**src/rtl/mmu_pkg.sv**
```systemverilog
// Shared constants for the KT-11 MMU I/O-page responder: register base addresses,
// pxr_addr field encodings and the bus-slave FSM encoding.
package mmu_pkg;

   localparam int unsigned PaW = 22;

   localparam logic [PaW-1:0] KernBase  = 22'o17772300;
   localparam logic [PaW-1:0] SuperBase = 22'o17772200;
   localparam logic [PaW-1:0] UserBase  = 22'o17777600;
   localparam logic [PaW-1:0] Mmr0Addr  = 22'o17777572;
   localparam logic [PaW-1:0] Mmr1Addr  = 22'o17777574;
   localparam logic [PaW-1:0] Mmr2Addr  = 22'o17777576;
   localparam logic [PaW-1:0] Mmr3Addr  = 22'o17772516;

   localparam logic [1:0] Mmr0Idx = 2'd0;
   localparam logic [1:0] Mmr1Idx = 2'd1;
   localparam logic [1:0] Mmr2Idx = 2'd2;
   localparam logic [1:0] Mmr3Idx = 2'd3;

   typedef enum logic [1:0] {
      ModeKernel = 2'b00,
      ModeSuper  = 2'b01,
      ModeUser   = 2'b11
   } mode_e;

   typedef enum logic [2:0] {
      StIdle,
      StRd,
      StRmwRd,
      StWr,
      StAck
   } state_e;

   // pxr_addr layout: {mmr, par, mode[1:0], D, apf[2:0]}
   function automatic logic [7:0] pxr_page_addr(logic par, mode_e mode, logic d,
                                                logic [2:0] apf);
      return {1'b0, par, mode, d, apf};
   endfunction

   function automatic logic [7:0] pxr_mmr_addr(logic [1:0] idx);
      return {1'b1, 5'b00000, idx};
   endfunction

endpackage

```
**src/rtl/mmu_bus_slave_if.sv**
```systemverilog
// Bus-side and pxr-port signals of the MMU I/O-page responder.
interface mmu_bus_slave_if #(
   parameter int unsigned ADDR_W = 22
);
   logic [ADDR_W-1:0] bus_addr;
   logic              bus_rd;
   logic              bus_wr;
   logic              bus_byte;
   logic [15:0]       bus_data_in;
   logic [15:0]       bus_data_out;
   logic              bus_ack;
   logic              bus_hit;
   logic              pxr_rd;
   logic              pxr_wr;
   logic [7:0]        pxr_addr;
   logic [15:0]       pxr_data_out;
   logic [15:0]       pxr_data_in;

   modport slave (
      input  bus_addr, bus_rd, bus_wr, bus_byte, bus_data_in, pxr_data_in,
      output bus_data_out, bus_ack, bus_hit, pxr_rd, pxr_wr, pxr_addr, pxr_data_out
   );

   modport master (
      output bus_addr, bus_rd, bus_wr, bus_byte, bus_data_in, pxr_data_in,
      input  bus_data_out, bus_ack, bus_hit, pxr_rd, pxr_wr, pxr_addr, pxr_data_out
   );

endinterface

```
**src/rtl/mmu_addr_decode.sv**
```systemverilog
// Combinational I/O-page decoder: word address -> {hit, pxr_addr, read_only}.
module mmu_addr_decode
   import mmu_pkg::*;
#(
   parameter int unsigned ADDR_W       = 22,
   parameter bit          ENABLE_SUPER = 1'b1,
   parameter bit          ENABLE_MMR3  = 1'b1
) (
   input  logic [ADDR_W-1:1] i_word_addr,
   output logic              o_hit,
   output logic [7:0]        o_pxr_addr,
   output logic              o_ro
);

   logic [PaW-1:1] w_pa;
   assign w_pa = (PaW-1)'(i_word_addr);

   always_comb begin
      o_hit      = 1'b0;
      o_pxr_addr = 8'h00;
      o_ro       = 1'b0;
      if (w_pa[PaW-1:6] == KernBase[PaW-1:6]) begin
         o_hit      = 1'b1;
         o_pxr_addr = pxr_page_addr(w_pa[5], ModeKernel, w_pa[4], w_pa[3:1]);
      end else if (ENABLE_SUPER && (w_pa[PaW-1:6] == SuperBase[PaW-1:6])) begin
         o_hit      = 1'b1;
         o_pxr_addr = pxr_page_addr(w_pa[5], ModeSuper, w_pa[4], w_pa[3:1]);
      end else if (w_pa[PaW-1:6] == UserBase[PaW-1:6]) begin
         o_hit      = 1'b1;
         o_pxr_addr = pxr_page_addr(w_pa[5], ModeUser, w_pa[4], w_pa[3:1]);
      end else if (w_pa == Mmr0Addr[PaW-1:1]) begin
         o_hit      = 1'b1;
         o_pxr_addr = pxr_mmr_addr(Mmr0Idx);
      end else if (w_pa == Mmr1Addr[PaW-1:1]) begin
         o_hit      = 1'b1;
         o_pxr_addr = pxr_mmr_addr(Mmr1Idx);
         o_ro       = 1'b1;
      end else if (w_pa == Mmr2Addr[PaW-1:1]) begin
         o_hit      = 1'b1;
         o_pxr_addr = pxr_mmr_addr(Mmr2Idx);
         o_ro       = 1'b1;
      end else if (ENABLE_MMR3 && (w_pa == Mmr3Addr[PaW-1:1])) begin
         o_hit      = 1'b1;
         o_pxr_addr = pxr_mmr_addr(Mmr3Idx);
      end
   end

endmodule

```
**src/rtl/mmu_bus_slave.sv**
```systemverilog
// I/O-page bus responder for the MMU register file; drives the pxr register port
// and performs read-modify-write for byte writes.
module mmu_bus_slave
   import mmu_pkg::*;
#(
   parameter int unsigned ADDR_W       = 22,
   parameter bit          ENABLE_SUPER = 1'b1,
   parameter bit          ENABLE_MMR3  = 1'b1
) (
   input logic            clk,
   input logic            reset_n,
   mmu_bus_slave_if.slave bus
);

   logic        w_hit;
   logic        w_ro;
   logic [7:0]  w_pxr_addr;
   logic        w_req;
   state_e      r_state;
   state_e      w_state_next;
   logic [7:0]  r_pxr_addr;
   logic [15:0] r_wdata;
   logic [15:0] r_rdata;
   logic        r_lane;
   logic        r_ro;

   mmu_addr_decode #(
      .ADDR_W       (ADDR_W),
      .ENABLE_SUPER (ENABLE_SUPER),
      .ENABLE_MMR3  (ENABLE_MMR3)
   ) u_decode (
      .i_word_addr (bus.bus_addr[ADDR_W-1:1]),
      .o_hit       (w_hit),
      .o_pxr_addr  (w_pxr_addr),
      .o_ro        (w_ro)
   );

   assign w_req = (bus.bus_rd | bus.bus_wr) & w_hit;

   always_ff @(posedge clk or negedge reset_n) begin
      if (!reset_n) r_state <= StIdle;
      else          r_state <= w_state_next;
   end

   // Write wins when both strobes are set.
   always_comb begin
      w_state_next = r_state;
      case (r_state)
         StIdle: begin
            if (w_req) begin
               if (!bus.bus_wr)       w_state_next = StRd;
               else if (bus.bus_byte) w_state_next = StRmwRd;
               else                   w_state_next = StWr;
            end
         end
         StRd:    w_state_next = StAck;
         StRmwRd: w_state_next = StWr;
         StWr:    w_state_next = StAck;
         StAck:   if (!bus.bus_rd && !bus.bus_wr) w_state_next = StIdle;
         default: w_state_next = StIdle;
      endcase
   end

   always_ff @(posedge clk or negedge reset_n) begin
      if (!reset_n) begin
         r_pxr_addr <= 8'h00;
         r_wdata    <= 16'h0000;
         r_rdata    <= 16'h0000;
         r_lane     <= 1'b0;
         r_ro       <= 1'b0;
      end else begin
         case (r_state)
            StIdle: begin
               if (w_req) begin
                  r_pxr_addr <= w_pxr_addr;
                  r_wdata    <= bus.bus_data_in;
                  r_lane     <= bus.bus_addr[0];
                  r_ro       <= w_ro;
                  r_rdata    <= 16'h0000;
               end
            end
            StRd:    r_rdata <= bus.pxr_data_in;
            StRmwRd: r_wdata <= r_lane ? {r_wdata[15:8], bus.pxr_data_in[7:0]}
                                       : {bus.pxr_data_in[15:8], r_wdata[7:0]};
            default: ;
         endcase
      end
   end

   always_comb begin
      bus.bus_hit      = w_hit;
      bus.pxr_rd       = (r_state == StRd) || (r_state == StRmwRd);
      bus.pxr_wr       = (r_state == StWr) && !r_ro;
      bus.pxr_addr     = r_pxr_addr;
      bus.pxr_data_out = r_wdata;
      bus.bus_ack      = (r_state == StAck);
      bus.bus_data_out = (r_state == StAck) ? r_rdata : 16'h0000;
   end

endmodule

```
**src/flat_wrapper.sv**
```systemverilog
// flat-port wrapper written by rule: the top's interface ports become plain ports
module mmu_bus_slave_flat import mmu_pkg::*;
#(
   parameter int unsigned ADDR_W       = 22,
   parameter bit          ENABLE_SUPER = 1'b1,
   parameter bit          ENABLE_MMR3  = 1'b1
)
  (clk, reset_n, bus_bus_addr, bus_bus_rd, bus_bus_wr, bus_bus_byte, bus_bus_data_in, bus_pxr_data_in, bus_bus_data_out, bus_bus_ack, bus_bus_hit, bus_pxr_rd, bus_pxr_wr, bus_pxr_addr, bus_pxr_data_out);
  mmu_bus_slave_if #(.ADDR_W(ADDR_W)) bus_i ();
  input logic clk;
  input logic reset_n;
  input wire logic [$bits(bus_i.bus_addr)-1:0] bus_bus_addr;
  input wire logic [$bits(bus_i.bus_rd)-1:0] bus_bus_rd;
  input wire logic [$bits(bus_i.bus_wr)-1:0] bus_bus_wr;
  input wire logic [$bits(bus_i.bus_byte)-1:0] bus_bus_byte;
  input wire logic [$bits(bus_i.bus_data_in)-1:0] bus_bus_data_in;
  input wire logic [$bits(bus_i.pxr_data_in)-1:0] bus_pxr_data_in;
  output wire logic [$bits(bus_i.bus_data_out)-1:0] bus_bus_data_out;
  output wire logic [$bits(bus_i.bus_ack)-1:0] bus_bus_ack;
  output wire logic [$bits(bus_i.bus_hit)-1:0] bus_bus_hit;
  output wire logic [$bits(bus_i.pxr_rd)-1:0] bus_pxr_rd;
  output wire logic [$bits(bus_i.pxr_wr)-1:0] bus_pxr_wr;
  output wire logic [$bits(bus_i.pxr_addr)-1:0] bus_pxr_addr;
  output wire logic [$bits(bus_i.pxr_data_out)-1:0] bus_pxr_data_out;
  assign bus_i.bus_addr = bus_bus_addr;
  assign bus_i.bus_rd = bus_bus_rd;
  assign bus_i.bus_wr = bus_bus_wr;
  assign bus_i.bus_byte = bus_bus_byte;
  assign bus_i.bus_data_in = bus_bus_data_in;
  assign bus_i.pxr_data_in = bus_pxr_data_in;
  assign bus_bus_data_out = bus_i.bus_data_out;
  assign bus_bus_ack = bus_i.bus_ack;
  assign bus_bus_hit = bus_i.bus_hit;
  assign bus_pxr_rd = bus_i.pxr_rd;
  assign bus_pxr_wr = bus_i.pxr_wr;
  assign bus_pxr_addr = bus_i.pxr_addr;
  assign bus_pxr_data_out = bus_i.pxr_data_out;
  mmu_bus_slave #(.ADDR_W(ADDR_W), .ENABLE_SUPER(ENABLE_SUPER), .ENABLE_MMR3(ENABLE_MMR3)) u_core (.clk(clk), .reset_n(reset_n), .bus(bus_i));
endmodule
```
**config.mk**
```make
export PLATFORM = sky130hd
export DESIGN_NAME = mmu_bus_slave_flat
export DESIGN_NICKNAME = d
export VERILOG_FILES = /design/src/rtl/mmu_pkg.sv /design/src/rtl/mmu_bus_slave_if.sv /design/src/rtl/mmu_addr_decode.sv /design/src/rtl/mmu_bus_slave.sv /design/src/flat_wrapper.sv
export SDC_FILE = /design/constraint.sdc
export NUM_CORES = 1
export LEC_CHECK = 0
export ABC_AREA = 0
export CAP_MARGIN = 20
export CORE_MARGIN = 10
export CORE_UTILIZATION = 40
export CTS_BUF_LIST = sky130_fd_sc_hd__clkbuf_4
export DETAILED_ROUTE_END_ITERATION = 8
export PLACE_DENSITY = 0.76
export SLEW_MARGIN = 0
export SYNTH_ARGS = -nofsm -noshare
export SYNTH_HDL_FRONTEND = slang
export SYNTH_SLANG_ARGS = --single-unit
```
**constraint.sdc**
```tcl
create_clock -name clk -period 1.8 [get_ports clk]
set_input_delay 0.18 -clock clk [delete_from_list [all_inputs] [get_ports clk]]
set_output_delay 0.18 -clock clk [all_outputs]
set_load 0.01 [all_outputs]
```
Word-level counts from Yosys, hierarchy flattened:

Index checks and enable logic that the tools add are counted.

* register bits after elaboration: 45
* input bits: 59
* output and inout port bits: 44
* word-level logic and storage cells: 70

* reduce and logical (&&, ||, !) cells: 15
* multiplexer cells: 31
* bitwise gates (word level): 2
* equality and inequality tests: 15

Operators with widths (number)
* == test 21 bit (second input constant): 4
* 2-to-1 mux 16 bit: 4
* one-hot mux 16 bit (2 select lines): 2
* 2-to-1 mux 8 bit: 7
* == test 16 bit (second input constant): 3
* 2-to-1 mux 1 bit: 14
* one-hot mux 3 bit (4 select lines): 1
* 2-to-1 mux 3 bit: 3
* == test 3 x 2 -> 1 bit (second input constant): 2
* inequality test 2 x 1 -> 1 bit (second input constant): 3
* AND reduction 2 bit: 3
* AND reduction 3 bit: 2
* nonzero test 2 bit: 2
* == test 3 x 1 -> 1 bit (second input constant): 1
* == test 3 bit (second input constant): 1
* zero test 1 bit: 3
* zero test 3 bit: 1
* logical AND 1 bit: 2
* inequality test 2 bit (second input constant): 1
* OR reduction 2 bit: 1
* AND 1 bit: 1
* logical OR 1 bit: 1
* bitwise OR 1 bit: 1

Logic depth before layout (Yosys ltp):

Gate-level depths: netlist (run 1).

* depth in word-level cells: 11
* mapped depth: 7
* gate-level depth less buffers: 5

Hierarchy:

Synthesis (run 1) repeated with hierarchy kept, for this count alone.

* cell total of the unflattened synthesis: 243
* area total of the unflattened synthesis: 2376.0 um2

By module, submodules not included
* mmu_bus_slave: times used 1, sequential area each 1126.1 um2, area each 2170.8 um2, cells each 209
* mmu_addr_decode: times used 1, sequential area each 0.0 um2, area each 205.2 um2, cells each 34

Worst setup path after synthesis (run 1):

Ideal clock, no wire load.

* path kind: reg-to-reg
* from: register u_core.r_state[1]
* to: register u_core.r_pxr_addr[1], in the netlist u_core.bus.pxr_addr[1]
* slack: 0.105 ns
* stages on the path, launching flop included: 6
* library setup time: 0.128 ns
* period minus slack after synthesis: 1.695 ns
* arrival time: 1.567 ns
* required time: 1.672 ns
* path buffers: 1
* path through: dfrtp_1 > clkbuf_1 > o21bai_1 > nor3_2 > a21boi_4 > mux2_1

* word-level cells in the longest chain between the ends: 2

RTL lines
* start: declaration: RTL line mmu_bus_slave.sv:19 `state_e r_state;`
* start signal: assignment: RTL line mmu_bus_slave.sv:41 `if (!reset_n) r_state <= StIdle;`
* start signal: assignment: RTL line mmu_bus_slave.sv:42 `else r_state <= w_state_next;`
* zero test 3 bit: RTL line mmu_bus_slave.sv:72 `case (r_state)`
* AND reduction 2 bit (no source line)
* end signal: assignment: RTL line mmu_bus_slave.sv:75 `r_pxr_addr <= w_pxr_addr;`
* end: declaration: RTL line mmu_bus_slave.sv:21 `logic [7:0] r_pxr_addr;`

Every way passes these cells.
A chain may end at the register's enable or synchronous reset.

Final worst setup path (run 1):

* from: input port bus_bus_addr[15]
* to: register u_core.r_pxr_addr[6], in the netlist u_core.bus.pxr_addr[6]

* word-level cells in the longest chain between the ends: 10
* elaborated cells on any way between the ends: 22
* classes of those cells: eq/ne (7); mux (13); bitwise (1); reduce/logical (1)

RTL lines
* start: declaration: RTL line flat_wrapper.sv:12 `input wire logic [$bits(bus_i.bus_addr)-1:0] bus_bus_addr;`
* == test 21 bit: RTL line mmu_addr_decode.sv:42 `end else if (ENABLE_MMR3 && (w_pa == Mmr3Addr[PaW-1:1])) begin`
* 2-to-1 mux 1 bit: RTL line mmu_addr_decode.sv:42
* 2-to-1 mux 1 bit: RTL line mmu_addr_decode.sv:38 `end else if (w_pa == Mmr2Addr[PaW-1:1]) begin`
* 2-to-1 mux 1 bit: RTL line mmu_addr_decode.sv:34 `end else if (w_pa == Mmr1Addr[PaW-1:1]) begin`
* 2-to-1 mux 1 bit: RTL line mmu_addr_decode.sv:31 `end else if (w_pa == Mmr0Addr[PaW-1:1]) begin`
* 2-to-1 mux 1 bit: RTL line mmu_addr_decode.sv:28 `end else if (w_pa[PaW-1:6] == UserBase[PaW-1:6]) begin`
* 2-to-1 mux 1 bit: RTL line mmu_addr_decode.sv:25 `end else if (ENABLE_SUPER && (w_pa[PaW-1:6] == SuperBase[PaW-1:6])) begin`
* 2-to-1 mux 1 bit: RTL line mmu_addr_decode.sv:22 `if (w_pa[PaW-1:6] == KernBase[PaW-1:6]) begin`
* AND 1 bit: RTL line mmu_bus_slave.sv:38 `assign w_req = (bus.bus_rd | bus.bus_wr) & w_hit;`
* AND reduction 2 bit (no source line)

Several ways; a longest one is shown, not always the timed one.

==> results by group, run 1 <==
Outcome
  • Status: finished, violations left
  • Violated checks: setup timing

Global route
  • Largest net degree at the start of global routing: 46
  • Initial antenna violation count: 0
  • Wire length of the first global-routing pass: 13000 um
  • GRT Residual Overflow: 0
  • GRT Overall Usage: 16.47%
  • Via count of the first global-routing pass: 2488

Synth
  • Top cell type's share of synthesized area: 46.80%
  • Synth Warn #: 0
  • Largest area contributor in the netlist: dfrtp_1
  • Asr flop ratio synth: 100.0%
  • Cell area after synthesis: 0.002406 mm^2
  • Mean Syn Cell Area: 9.219 um^2
  • Syn nets: 320
  • Ys flop type: dfrtp_1
  • Yosys reg bits: 45
  • Cells after synthesis: 261
  • Seq/Total Area, Yosys: 46.80%
  • Largest cells by area after synthesis: dfrtp_1, nand2_1, o211ai_1
  • EDFF count, synth: 0
  • Synth unique cells: 43

Cells and area
  • Final core area utilization: 66.96%
  • Fin nets: 454
  • Reg area: 0.001127 mm^2
  • Layout cells sized above 1: 22.47%
  • Fillers: 493
  • Multi-input gate area: 0.001276 mm^2
  • Commonest cells after routing, fill and taps aside: nand2_1, clkdlybuf4s50_1, dfrtp_1
  • ANT cells: 0
  • Area growth from synthesis to layout: 63.81%

Clock network
  • Clk sinks: 45
  • Maximum level of the CTS H-tree: 2
  • Max Root-Sink Buffers: 2
  • CTS tree: done
  • TritonCTS Buffers: 5
  • Worst-Skew Late Latency: 0.37 ns
  • CTS root buf: clkbuf_4
  • Reg clk slew, reported paths: 0.14 ns

Worst hold path
  • Hold/Removal Path Class: in -> reg

Timing
  • Final Worst Setup Slack: -0.03093 ns
  • Worst Max-Slew Pin Slew: 0.4320 ns
  • Final Max Slew Viols: 0
  • Final critical-path required period: 1.831 ns
  • Final hold violations: 0
  • Fin crit share: 101.7%
  • Max Freq: 546.2 MHz
  • Clk_skew: 0.01483 ns
  • Setup violations, final: 2
  • Relative slew slack: 71.09%
  • Unrepaired setup endpoints after global routing: yes

Routing
  • DRC: 0
  • DR vias: 2518
  • Antenna Violating Nets Remaining: 0
  • Routed WL per cell: 18.33 um
  • Drt via density: 5.346
  • Drt pass-1 iters: 4
  • Iter 0 DRT Violations: 109
  • Post-Route WL: 8634 um

Placed design
  • Hpwl dp: 6234 um
  • PortBufs: 102
  • RD Place Congestion: 0.7948

Pwr
  • Max VDD drop: 0.3129 mV
  • Leakage: 1.835 nW
  • PwrDens: 501.2 mW/mm^2
  • Pwr Total: 1.976 mW

Worst setup path
  • Startpoint Class: input pin
  • Critical Path Fanout Max: 6
  • Critical path endpoint category: register
  • Setup CP Type: in -> reg
  • Arr. time, crit path: 2.09 ns
  • Worst EP required: 2.06 ns

Die
  • DIE WIDTH: 97.56 um
  • Core area: 0.005886 mm^2
  • Initial Utilization: 40.88%
  • Die area: 0.009517 mm^2
  • Site Rows: 28
  • I/O pin count: 103
  • Die Span Y: 97.56 um

Job
  • Max-Cap Viols: 0
cells by family (layout without fill, tap and decap cells):
logic type             Yosys count  in the layout  synth area share, %
buffers and inverters           20            155                3.744
AND/OR/NAND/NOR                123            123                25.74
flip-flops                      45             45                46.80
AO/OA/AOI/OAI                   66             66                20.07
multiplexers                     7              7                3.640
stage by stage:
step | cell area [um^2] | setup TNS, ns | cells | setup WS, ns | hold slack (ns)
after floorplan | 2406 | 0 | 261 | 0.1052 | -0.1156
after global placement | 3641 | -11.81 | 447 | -0.3576 | 0.1783
after detailed placement | 3641 | -13.54 | 447 | -0.3927 | 0.1821
after CTS | 3806 | -0.03373 | 465 | -0.03373 | 0.3005
after global routing | 3941 | -0.09308 | 471 | -0.05920 | 0.1319
final | 3941 | -0.04649 | 471 | -0.03093 | 0.1296
layout make-up:
type                            instances  share of cell area [%]
Clock buffer                            6                   1.143
Sequential cell                        45                   28.60
Multi-Input combinational cell        196                   32.38
Timing Repair Buffer                  143                   34.13
Clock inverter                          2                  0.9841
Inverter                                4                  0.3810
Tap cell                               75                   2.381
worst paths after layout:
check                           slack (ns)                                  to  cells after the start                          startpoint
worst min register to register        0.52  u_core.bus.pxr_addr[1]$_DFFE_PN0P_                      1  u_core.bus.pxr_addr[1]$_DFFE_PN0P_
min in group asynchronous             0.29      u_core.r_rdata[10]$_DFFE_PN0P_                      3                             reset_n
worst min-delay path                  0.13  u_core.bus.pxr_addr[2]$_DFFE_PN0P_                      2                     bus_bus_addr[3]
worst max register to register        0.07           u_core.r_lane$_DFFE_PN0P_                      5       u_core.r_state[1]$_DFFE_PN0P_
max in group asynchronous             1.25       u_core.r_state[1]$_DFFE_PN0P_                      3                             reset_n
worst max-delay path                 -0.03  u_core.bus.pxr_addr[6]$_DFFE_PN0P_                      7                    bus_bus_addr[15]
registers in the layout, indices dropped and copies added, names as in the netlist:
name,flops
u_core.bus.pxr_data_out,16
u_core.bus.pxr_addr,8
u_core.r_rdata,16
u_core.r_ro,1
u_core.r_lane,1
u_core.r_state,3
layer usage:
| metal | share of wire (%) | GRT usage [%] | vias up |
|---|---|---|---|
| met3 | 6.9 | 5.192 | 14 |
| met2 | 51 | 28.21 | 99 |
| met5 | 0 | 0 | - |
| met1 | 39 | 19.19 | 1211 |
| li1 | - | - | 1194 |
| met4 | 2.4 | 4.586 | 0 |
cells in the mapped netlist, types with 3 or more instances:
| cell type | n |
|---|---|
| nand2_1 | 70 |
| dfrtp_1 | 45 |
| o211ai_1 | 32 |
| and2_1 | 19 |
| o21ai_1 | 16 |
| clkbuf_1 | 7 |
| buf_2 | 6 |
| nand3_1 | 6 |
| inv_1 | 4 |
| nor2_1 | 4 |
| o21a_1 | 4 |
| a32o_1 | 3 |
| mux2_4 | 3 |
| nor3_1 | 3 |
timing repair:
action | 4_1_cts | 5_1_grt
endpoints found under the setup margin | 22 | 54
gates cloned | 0 | 1
resized for setup | 30 | 57
endpoints found under the hold margin | 45 | 0
pin swaps | 4 | 9
hold buffers | 1 | 0
setup buffers | 9 | 5
critical path, stage by stage:
cell and delay, ns:
clkdlybuf4s50_1 0.53, nand4_4 0.17, nor4_1 0.45, and2_1 0.28, o21ai_4 0.13, buf_4 0.16, a32o_1 0.19
power by group:
group	switching [mW]	leakage, nW	internal (mW)
Sequential	0.0106	0.458	1.03
Clock	0.338	0.0459	0.311
Combinational	0.118	1.33	0.167
Power figures use the tool's default switching activity.
==> inputs of run 2 (changes only) <==
PLACE_DENSITY = 0.81   (was 0.76)
clock period = 1.93 ns   (was 1.8 ns; I/O delays follow)
==> results by group, run 2 (synthesis gave the netlist of run 1 again) <==
Placed design
  • Placed cell area: 0.003666 mm^2 (+0.69%)
  • PortBufs: 102 (unchanged)
  • RD Place Congestion: 0.8740 (+10%)
  • Hpwl dp: 6509 um (+4.4%)
  • Place WS: -0.3182 ns (+0.07444 ns)

Clock network
  • Max Root-Sink Buffers: 2 (unchanged)
  • Reg clk slew, reported paths: 0.14 ns (about the same)
  • TritonCTS Buffers: 5 (unchanged)
  • Worst-Skew Late Latency: 0.35 ns (-0.02 ns)
  • Clk sinks: 45 (unchanged)
  • Maximum level of the CTS H-tree: 2 (unchanged)
  • CTS root buf: clkbuf_4
  • CTS tree: done

Timing
  • Max Freq: 525.6 MHz
  • Worst Max-Slew Pin Slew: 0.4452 ns (+0.01325 ns)
  • Final critical-path required period: 1.903 ns
  • Final Max Slew Viols: 0 (unchanged)
  • Clk_skew: 0.009064 ns (-0.005763 ns)
  • Fin crit share: 98.59%
  • Unrepaired setup endpoints after global routing: yes
  • Final hold violations: 0 (unchanged)
  • Setup violations, final: 0 (-2)
  • Relative slew slack: 70.21% (-0.89 points)
  • Final Worst Setup Slack: 0.02727 ns (+0.05820 ns)
  • Worst hold margin: 0.2179 ns (+0.08824 ns)

Cells and area
  • Post-route cell area: 0.003921 mm^2 (-0.51%)
  • Layout cells sized above 1: 18.84% (-3.6 points)
  • Most common cell after layout, fill and taps aside: clkdlybuf4s50_1
  • Fillers: 460 (-6.7%)
  • Commonest cells after routing, fill and taps aside: clkdlybuf4s50_1, nand2_1, dfrtp_1
  • Area growth from synthesis to layout: 62.97%
  • Fin nets: 456 (+0.44%)
  • Reg area: 0.001127 mm^2 (unchanged)
  • ANT cells: 0 (unchanged)
  • Multi-input gate area: 0.001277 mm^2 (about the same)

Die
  • DIE WIDTH: 97.56 um (unchanged)
  • Core area: 0.005886 mm^2 (unchanged)
  • Initial Utilization: 40.88% (unchanged)
  • Die area: 0.009517 mm^2 (unchanged)
  • Site Rows: 28 (unchanged)
  • Die Span Y: 97.56 um (unchanged)
  • I/O pin count: 103 (unchanged)

Pwr
  • Leakage: 1.783 nW (-2.8%)
  • Max VDD drop: 0.2555 mV (-18%)
  • PwrDens: 463.3 mW/mm^2 (-7.6%)
  • Pwr Total: 1.817 mW (-8.0%)

Routing
  • DR vias: 2486 (-1.3%)
  • Antenna Violating Nets Remaining: 0 (unchanged)
  • Drt via density: 5.256 (-1.7%)
  • Drt pass-1 iters: 4 (unchanged)
  • Post-Route WL: 8621 um (-0.15%)
  • Routed WL per cell: 18.23 um (-0.57%)
  • DRC: 0 (unchanged)
  • Iter 0 DRT Violations: 123 (+13%)

Worst setup path
  • R2R cell count: 5 (unchanged)
  • Setup CP Type: in -> out
  • Critical Path Fanout Max: 3 (-3)
  • Reg2reg setup slack: 0.23 ns (+0.16 ns)
  • Arr. time, crit path: 1.71 ns (-0.38 ns)
  • Critical path endpoint category: output port
  • Worst EP required: 1.74 ns (-0.32 ns)
  • Startpoint Class: input pin

Global route
  • Initial antenna violation count: 0 (unchanged)
  • GRT Overall Usage: 16.82% (+0.35 points)
  • GRT Residual Overflow: 0 (unchanged)
  • Largest net degree at the start of global routing: 21 (-54%)
  • Wire length of the first global-routing pass: 13590 um (+4.5%)
  • Via count of the first global-routing pass: 2579 (+3.7%)

Worst hold path
  • Hold/Removal Path Class: in -> async

Outcome
  • Status: complete, no violations

Job
  • Max-Cap Viols: 0 (unchanged)
## run 2: cell count changes in the layout (fill, tap and decap cells not counted), moves of 3 or more
cell / before / now
buf_12: 3 / 0
buf_4: 32 / 40
dlygate4sd2_1: 3 / 14
clkdlybuf4s15_1: 1 / 5
clkbuf_2: 15 / 2
clkdlybuf4s50_1: 69 / 77
dlymetal6s2s_1: 11 / 3
## run 2: cell type report
cell class	count	area share [%]
clock buffer	5	0.9572
multi-input combinational	196	32.58
inverter	4	0.3829
clock inverter	3	1.053
tap	75	2.393
timing repair buffer	145	33.89
sequential	45	28.75
## run 2: worst paths after layout
path                                               startpoint                                 endpoint
max                                           bus_bus_addr[4]                              bus_bus_hit
min                                                   reset_n            u_core.r_rdata[4]$_DFFE_PN0P_
max reg2reg                     u_core.r_state[1]$_DFFE_PN0P_  u_core.bus.pxr_data_out[13]$_DFFE_PN0P_
min reg2reg                u_core.bus.pxr_addr[1]$_DFFE_PN0P_       u_core.bus.pxr_addr[1]$_DFFE_PN0P_
max in group asynchronous                             reset_n            u_core.r_state[1]$_DFFE_PN0P_
min in group clk                           bus_pxr_data_in[6]            u_core.r_rdata[6]$_DFFE_PN0P_
## run 2: worst max-delay path, cell delays in order
cell and delay (ns):
clkdlybuf4s50_1 0.57, nand4_1 0.24, nor4_4 0.22, nand2_1 0.12
nand2_1 0.09, dlygate4sd2_1 0.27
## run 2: power breakdown
group          internal (mW)  leakage, nW  total, mW  switching [mW]
Combinational          0.158         1.29      0.267           0.108
Clock                  0.269       0.0389      0.578           0.310
Sequential             0.962        0.458      0.972         0.00994
Total                   1.39         1.78       1.82           0.428
## run 2: repair_timing
action | CTS | global route
cloned | 1 | 0
setup endpoints to repair | 20 | 17
resized for setup | 27 | 25
hold endpoints to repair | 45 | 0
setup buffers | 7 | 4
hold buffers | 1 | 0
pin swaps | 1 | 5
## run 2: stage by stage
stage          TNS (ns)  std cells  util (%)
2_1_floorplan         0        261         -
3_3_place_gp     -7.892        452     62.29
3_5_place_dp     -9.917        452     62.29
4_1_cts               0        469     64.63
5_1_grt         -0.3235        473     66.62
6_report              0        473     66.62
## run 2: layer usage
metal  up-vias  global-route usage [%]  routed length [um]
li1       1195                       -                   -
met1      1176                   19.14                3258
met2        89                   30.20                4552
met3        26                   3.272                 473
met4         0                   6.040                 337
met5         -                       0                   0
==> inputs of run 3 (changes only) <==
CORE_MARGIN = unset   (was 10)
==> results by group, run 3 (synthesis gave the netlist of run 1 again) <==
Timing
  • Max Freq: 520.1 MHz (-1.0%)
  • Worst Max-Slew Pin Slew: 0.4341 ns (-0.01118 ns)
  • Fin crit share: 99.62% (+1.0 points)
  • Unrepaired setup endpoints after global routing: yes
  • Final critical-path required period: 1.923 ns (+0.01999 ns)
  • Final Max Slew Viols: 0 (unchanged)
  • Clk_skew: 0.008154 ns (-0.0009103 ns)
  • Final Worst Setup Slack: 0.007279 ns (-0.01999 ns)
  • Worst hold margin: 0.2268 ns (+0.008885 ns)
  • Setup violations, final: 0 (unchanged)
  • Final hold violations: 0 (unchanged)
  • Relative slew slack: 70.96% (+0.75 points)

Routing
  • DR vias: 2477 (-0.36%)
  • Routed WL per cell: 16.22 um (-11%)
  • Drt via density: 5.304 (+0.92%)
  • Drt pass-1 iters: 4 (unchanged)
  • Iter 0 DRT Violations: 141 (+15%)
  • DRC: 0 (unchanged)
  • Antenna Violating Nets Remaining: 0 (unchanged)
  • Post-Route WL: 7576 um (-12%)

Cells and area
  • Post-route cell area: 0.003801 mm^2 (-3.1%)
  • Area growth from synthesis to layout: 57.98%
  • Layout cells sized above 1: 17.97% (-0.87 points)
  • ANT cells: 0 (unchanged)
  • Most common cell after layout, fill and taps aside: clkdlybuf4s50_1
  • Fin nets: 453 (-0.66%)
  • Commonest cells after routing, fill and taps aside: clkdlybuf4s50_1, nand2_1, dfrtp_1

Die
  • Site Rows: 27 (-3.6%)
  • DIE WIDTH: 79.56 um (-18%)
  • Initial Utilization: 42.65% (+1.8 points)
  • I/O pin count: 103 (unchanged)
  • Die area: 0.006329 mm^2 (-33%)
  • Core area: 0.005642 mm^2 (-4.1%)
  • Die Span Y: 79.56 um (-18%)

Placed design
  • Placed cell area: 0.003655 mm^2 (-0.31%)
  • Hpwl dp: 5649 um (-13%)
  • RD Place Congestion: 0.9254 (+5.9%)
  • PortBufs: 102 (unchanged)
  • Place WS: -0.2909 ns (+0.02737 ns)

Clock network
  • CTS root buf: clkbuf_4
  • Clk sinks: 45 (unchanged)
  • CTS tree: done
  • Worst-Skew Late Latency: 0.37 ns (+0.02 ns)
  • Max Root-Sink Buffers: 2 (unchanged)
  • Maximum level of the CTS H-tree: 2 (unchanged)
  • Reg clk slew, reported paths: 0.13 ns (about the same)
  • TritonCTS Buffers: 5 (unchanged)

Pwr
  • Internal Pwr Total: 1.257 mW (-9.5%)
  • PwrDens: 442.4 mW/mm^2 (-4.5%)
  • Switching share of power: 25.27% (+1.7 points)
  • Switching power: 425.0 uW (-0.72%)
  • Leakage: 1.751 nW (-1.8%)
  • Max VDD drop: 0.2347 mV (-8.1%)
  • Comb power frac: 15.4% (+0.7 points)
  • Pwr Total: 1.682 mW (-7.4%)
  • Flop pwr share: 57.8% (+4.3 points)
  • Clock power share: 26.8% (-5.0 points)

Worst setup path
  • Critical path endpoint category: output port
  • Crit path cell chain: clkdlybuf4s50_1 > nor4_4 > and4_4 > o21ai_4 > nand2_1 > dlygate4sd2_1
  • Reg2reg setup slack: 0.20 ns (-0.03 ns)
  • Arr. time, crit path: 1.73 ns (+0.02 ns)
  • Worst EP required: 1.74 ns (about the same)
  • Slowest cell on crit path: clkdlybuf4s50_1
  • Startpoint Class: input pin
  • Setup CP Type: in -> out
  • Critical Path Fanout Max: 4 (+1)
  • CP peak stage delay: 0.50 ns (-0.07 ns)

Global route
  • Initial antenna violation count: 0 (unchanged)
  • GRT Residual Overflow: 0 (unchanged)
  • Largest net degree at the start of global routing: 20 (-4.8%)
  • GRT Overall Usage: 24.80% (+8.0 points)
  • Wire length of the first global-routing pass: 12030 um (-11%)
  • Via count of the first global-routing pass: 2473 (-4.1%)

Outcome
  • Status: complete, no violations

Worst hold path
  • Hold/Removal Path Class: in -> async

Job
  • Max-Cap Viols: 0 (unchanged)
run 3: path summary, 6_finish.rpt:
path | from | endpoint | depth (start not counted)
worst min-delay path | reset_n | u_core.bus.pxr_data_out[15]$_DFFE_PN0P_ | 2
worst min register to register | u_core.bus.pxr_addr[3]$_DFFE_PN0P_ | u_core.bus.pxr_addr[3]$_DFFE_PN0P_ | 1
min in group clk | bus_pxr_data_in[9] | u_core.r_rdata[9]$_DFFE_PN0P_ | 3
max in group asynchronous | reset_n | u_core.bus.pxr_addr[3]$_DFFE_PN0P_ | 3
worst max-delay path | bus_bus_addr[4] | bus_bus_hit | 6
worst max register to register | u_core.r_state[1]$_DFFE_PN0P_ | u_core.bus.pxr_addr[6]$_DFFE_PN0P_ | 6
run 3: power groups by stage:
stage	logic (mW)	clock network, mW	registers [mW]
finish	0.259	0.451	0.972
global route	0.280	0.485	0.975
CTS	0.255	0.454	0.972
detailed placement	0.249	0	0.990
global placement	0.245	0	0.989
floorplan	0.0462	0	0.991
run 3: critical path, delay by kind of cell:
family	cells	cell delay (ns)
and+or+nand+nor	3	0.68
buffers and inverters	2	0.78
AOI/OAI and AO/OA	1	0.07
run 3: routing by layer:
metal	vias up	part of all wire, %	wire length, um	GRT usage [%]
met2	89	49	3717	38.63
met1	1175	43	3233	33.70
li1	1191	-	-	-
met5	-	0	0	0
met3	22	4.7	356	3.886
met4	0	3.6	269	11.45
run 3: layout make-up:
cell class	instances	area, um^2
inverters	4	15.01
clock inverters	3	17.52
well taps	72	90.09
multi-input cells	196	1226
flip-flops and latches	45	1127
repair buffers	142	1287
clock buffers	5	37.54
fillers	434	1841
run 3: timing repair:
item / CTS / global route
pin swaps: 1 / 1
endpoints found under the hold margin: 19 / 0
hold buffers: 1 / 0
setup buffers: 7 / 1
setup endpoints to repair: 20 / 11
gates cloned: 0 / 2
gates resized for setup: 22 / 18
run 3: per-stage QoR:
step	TNS, ns	util [%]	instances
detailed placement	-10.10	64.78	448
CTS	0	66.62	464
finish	0	67.38	467
floorplan	0	-	261
global placement	-8.119	64.78	448
global route	-0.07633	67.38	467
